**config.mk**
```make
export PLATFORM = sky130hd
export DESIGN_NAME = mult_control
export DESIGN_NICKNAME = d
export VERILOG_FILES = /design/src/rtl/mult_control.sv
export SDC_FILE = /design/constraint.sdc
export NUM_CORES = 1
export LEC_CHECK = 0
export BUFFER_PORTS_ARGS = -buffer_cell sky130_fd_sc_hd__buf_2
export CAP_MARGIN = 10
export CORE_ASPECT_RATIO = 1.25
export CORE_UTILIZATION = 40
export CTS_CLUSTER_SIZE = 28
export DETAILED_ROUTE_END_ITERATION = 7
export HOLD_SLACK_MARGIN = 0.08
export PLACE_DENSITY = 0.71
export SYNTH_ARGS = -nofsm -noshare
export SYNTH_HDL_FRONTEND = slang
export SYNTH_SLANG_ARGS = --single-unit
```
**constraint.sdc**
```tcl
create_clock -name clk -period 2.45 [get_ports clk]
set_input_delay 0.1225 -clock clk [delete_from_list [all_inputs] [get_ports clk]]
set_output_delay 0.1225 -clock clk [all_outputs]
set_load 0.02 [all_outputs]
```
**src/rtl/mult_control.sv**
```systemverilog
// Sequencer for a radix-2 Booth multiplier datapath: issues load/clear,
// add/sub and shift strobes for N iterations, then holds done until start drops.
module mult_control #(
  parameter int N  = 4,
  parameter int CW = 3
) (
  input  logic          clk,
  input  logic          rst,
  input  logic          start,
  input  logic          q0,
  input  logic          q_1,
  output logic          load_m,
  output logic          load_q,
  output logic          clr_a,
  output logic          clr_q1,
  output logic          add,
  output logic          sub,
  output logic          shift,
  output logic          busy,
  output logic          done,
  output logic [CW-1:0] count
);

  typedef enum logic [2:0] {
    IDLE,
    LOAD,
    EVAL,
    ARITH,
    SHIFT,
    DONE
  } state_t;

  state_t state;

  // Outputs are registered together with the next state, so each strobe is
  // high exactly while the FSM sits in the state that owns it. The add/sub
  // registers double as the latched Booth operation for the ARITH cycle.
  always_ff @(posedge clk or negedge rst) begin
    if (!rst) begin
      state  <= IDLE;
      count  <= '0;
      load_m <= 1'b0;
      load_q <= 1'b0;
      clr_a  <= 1'b0;
      clr_q1 <= 1'b0;
      add    <= 1'b0;
      sub    <= 1'b0;
      shift  <= 1'b0;
      busy   <= 1'b0;
      done   <= 1'b0;
    end else begin
      load_m <= 1'b0;
      load_q <= 1'b0;
      clr_a  <= 1'b0;
      clr_q1 <= 1'b0;
      add    <= 1'b0;
      sub    <= 1'b0;
      shift  <= 1'b0;
      unique case (state)
        IDLE: begin
          busy <= 1'b0;
          done <= 1'b0;
          if (start) begin
            state  <= LOAD;
            load_m <= 1'b1;
            load_q <= 1'b1;
            clr_a  <= 1'b1;
            clr_q1 <= 1'b1;
            busy   <= 1'b1;
            count  <= CW'(N);
          end
        end
        LOAD: begin
          state <= EVAL;
          busy  <= 1'b1;
        end
        EVAL: begin
          busy <= 1'b1;
          unique case ({q0, q_1})
            2'b10: begin
              state <= ARITH;
              sub   <= 1'b1;
            end
            2'b01: begin
              state <= ARITH;
              add   <= 1'b1;
            end
            default: begin
              state <= SHIFT;
              shift <= 1'b1;
            end
          endcase
        end
        ARITH: begin
          state <= SHIFT;
          shift <= 1'b1;
          busy  <= 1'b1;
        end
        SHIFT: begin
          if (count != '0) count <= count - CW'(1);
          if (count <= CW'(1)) begin
            state <= DONE;
            busy  <= 1'b0;
            done  <= 1'b1;
          end else begin
            state <= EVAL;
            busy  <= 1'b1;
          end
        end
        DONE: begin
          busy <= 1'b0;
          if (!start) begin
            state <= IDLE;
            done  <= 1'b0;
          end else begin
            done <= 1'b1;
          end
        end
        default: begin
          state <= IDLE;
          busy  <= 1'b0;
          done  <= 1'b0;
          count <= '0;
        end
      endcase
    end
  end

endmodule

```
==> impl_metrics.tcl <==
set metrics [dict create \
    p_sw_mw 0.392 \
    antenna_found_initial 0 \
    drtIter0Drc 5 \
    place_ws_ns 1.02 \
    syn_inst 70 \
    netlist_area_sq_um 697 \
    synth_nets 80 \
    synth.largest_area_cell "dfrtp_1" \
    synth_area_leaders "dfrtp_1 (43%), ha_1 (9.0%), nor2b_1 (4.5%)" \
    core_sq_mm 0.00160 \
    cp-start-kind "flip-flop" \
    clk_latency_ns 0.27 \
    rsz0062_at_grt "false" \
    synth_top_area_frac 0.431 \
    maxCapViolations 0 \
    ioPinCount 17 \
    grt_pass1_vias 538 \
    pwr-share-clk 0.136 \
    grt_pass1_wl_um 2260 \
    worstReg2RegStart "state[2]$_DFFE_PN0P_" \
    diodes 0 \
    drt_pass1_iterations 4 \
    final_nets 96 \
    synth_seq_cells 12 \
    row_count 16 \
    htreeDepth 1 \
    vias 530 \
    numCtsBuffers 3 \
    syn_area_per_cell_sq_um 9.96 \
    wl_per_cell_um 12.7 \
    route.antenna.remaining_nets 0 \
    relSlewSlack 0.741 \
    worst_slack_ns 1.00 \
    p_leak_nw 0.416 \
    required_ns 2.66 \
    synthArstFlopShare 1.00 \
    crit_fanout 13 \
    drv_slew 0 \
    port_buffers 16 \
    post-synth-top-count-cell "dfrtp_1" \
    die_area_sq_mm 0.00191 \
    die_h_um 48.7 \
    fin_crit_sh 0.591 \
    viasPerCell 5.20 \
    finalHoldViolCount 0 \
    ys_types 27 \
    worst_pin_slew_ns 0.387 \
    grt.overflow.total 0 \
    path_clk_slew_ns 0.07 \
    cp_num_buf_inv 0 \
    slowest_stage "dfrtp_1" \
    cp-startpoint "state[2]$_DFFE_PN0P_" \
    fin_skew_ns 0.00298 \
    cts.sinks 12 \
    worstHoldStart "start" \
    pwr-share-seq 0.390 \
    finalSetupTns_ns 0 \
    postRouteWirelength_um 1300 \
    path_cells "or3b_4, nor4b_2, a211o_1" \
    p_total_mw 0.887 \
    sw_frac_of_total 0.442 \
    yosys_warnings 0 \
    crit_family "simple AND/OR/NAND/NOR gates" \
    status "completed" \
    period_minus_slack_ns 1.45 \
    synth.yosys.seq_area_share 0.431 \
    fmax_ghz 0.690 \
    start_util 0.435 \
    synthToLayoutAreaGrowth_pct 13.3 \
    crit_arrival_ns 1.66 \
    clk_path_buf_depth 2 \
    powerDensity_mw_per_mm2 1120 \
    power.internal_mw 0.495 \
    track_usage 0.171 \
    utilization 0.493 \
    reg2reg_slack_ns 1.00 \
    synth_edf_count 0 \
    crit_type "reg2reg" \
    dp_hpwl_um 1010 \
    ctsRootBufferMaster "clkbuf_4" \
    ir_worst_vdd_mv 0.537 \
    setup_violations 0 \
    dieWidth_um 39.3 \
    crit_path_max_incr_delay_ns 0.56 \
    cts_tree "yes" \
    share_comb_of_total_power 0.474 \
    synth_flop_cell "dfrtp_1" \
    cts_setup_buffers 0 \
    synthTopCellsByCount "dfrtp_1 (12), inv_1 (7), nand2_1 (6), ha_1 (5), nor2b_1 (5)" \
    final_layout_size_suffix_gt1_frac 0.262 \
    gp_congestion 0.850 \
    route.detailed.drc 0 \
    grt_start_max_net_pins 14 \
    end_kind "flip-flop" \
    min-delay-path-class "in2reg" \
]
[registers in the layout (all words and copies together), names as in the netlist]
name and count:
count 3, state 3, add 1, busy 1, clr_q1 1, done 1, shift 1, sub 1
[cells in the final DEF, fill, tap and decap left out, drive strengths merged, types with 3 or more instances in the layout]
master,synthesis,final
buf,5,16
clkbuf,1,3
dfrtp,12,12
ha,5,5
inv,7,7
nand2,6,6
nor2,3,3
nor2b,5,5
o211ai,3,3
[stage by stage]
step	area [sq um]	hold WS [ns]	cells
4_1_cts	790	0.216	102
2_1_floorplan	697	-0.173	70
3_3_place_gp	757	0.0107	98
3_5_place_dp	757	0.0141	98
5_1_grt	790	0.223	102
6_report	790	0.217	102
[tightest hold or removal path, cell delays in order]
cell and delay, ns:
buf_2 0.13, nor2_1 0.11, o22ai_1 0.08
[area by class of cell]
type	instances	area, sq um
clock buffer	3	22.5
fill	162	812
inverter	7	26.3
multi-input combinational	45	328
sequential	12	300
tap	18	22.5
timing repair buffer	17	90.1
[cells by family (layout without fill, tap and decap cells)]
family,after synthesis,in the layout,synth area share
AND/OR/NAND/NOR,25,25,0.223
AO/OA/AOI/OAI,13,13,0.129
adder cells (fa/ha/maj),5,5,0.0898
buffers and inverters,13,27,0.0987
flip-flops,12,12,0.431
multiplexers,2,2,0.0287
[power by group through the flow]
stage	clock [mW]	combinational, mW	sequential, mW
floorplan	0	0.330	0.358
global placement	0	0.411	0.347
detailed placement	0	0.422	0.351
CTS	0.119	0.426	0.346
global route	0.130	0.475	0.362
finish	0.120	0.421	0.346
[final timing paths]
check	to	depth (start not counted)
max in group asynchronous	state[2]$_DFFE_PN0P_	2
setup reg to reg	count[2]$_DFFE_PN0P_	3
hold / removal	busy$_DFF_PN0_	3
setup / recovery	count[2]$_DFFE_PN0P_	3
min in group asynchronous	shift$_DFF_PN0_	2
hold reg to reg	count[2]$_DFFE_PN0P_	1
[per-layer routing]
layer / GRT usage / share of wire
met1: 0.216 / 0.43
met2: 0.269 / 0.51
met3: 0.0275 / 0.049
met4: 0.0862 / 0.017
met5: 0 / 0
[timing repair]
action / CTS / global route
resized for setup: 0 / 0
endpoints found under the hold margin: 12 / 0
hold buffers: 1 / 0
endpoints found under the setup margin: 0 / 0
Power figures use the tool's default switching activity.
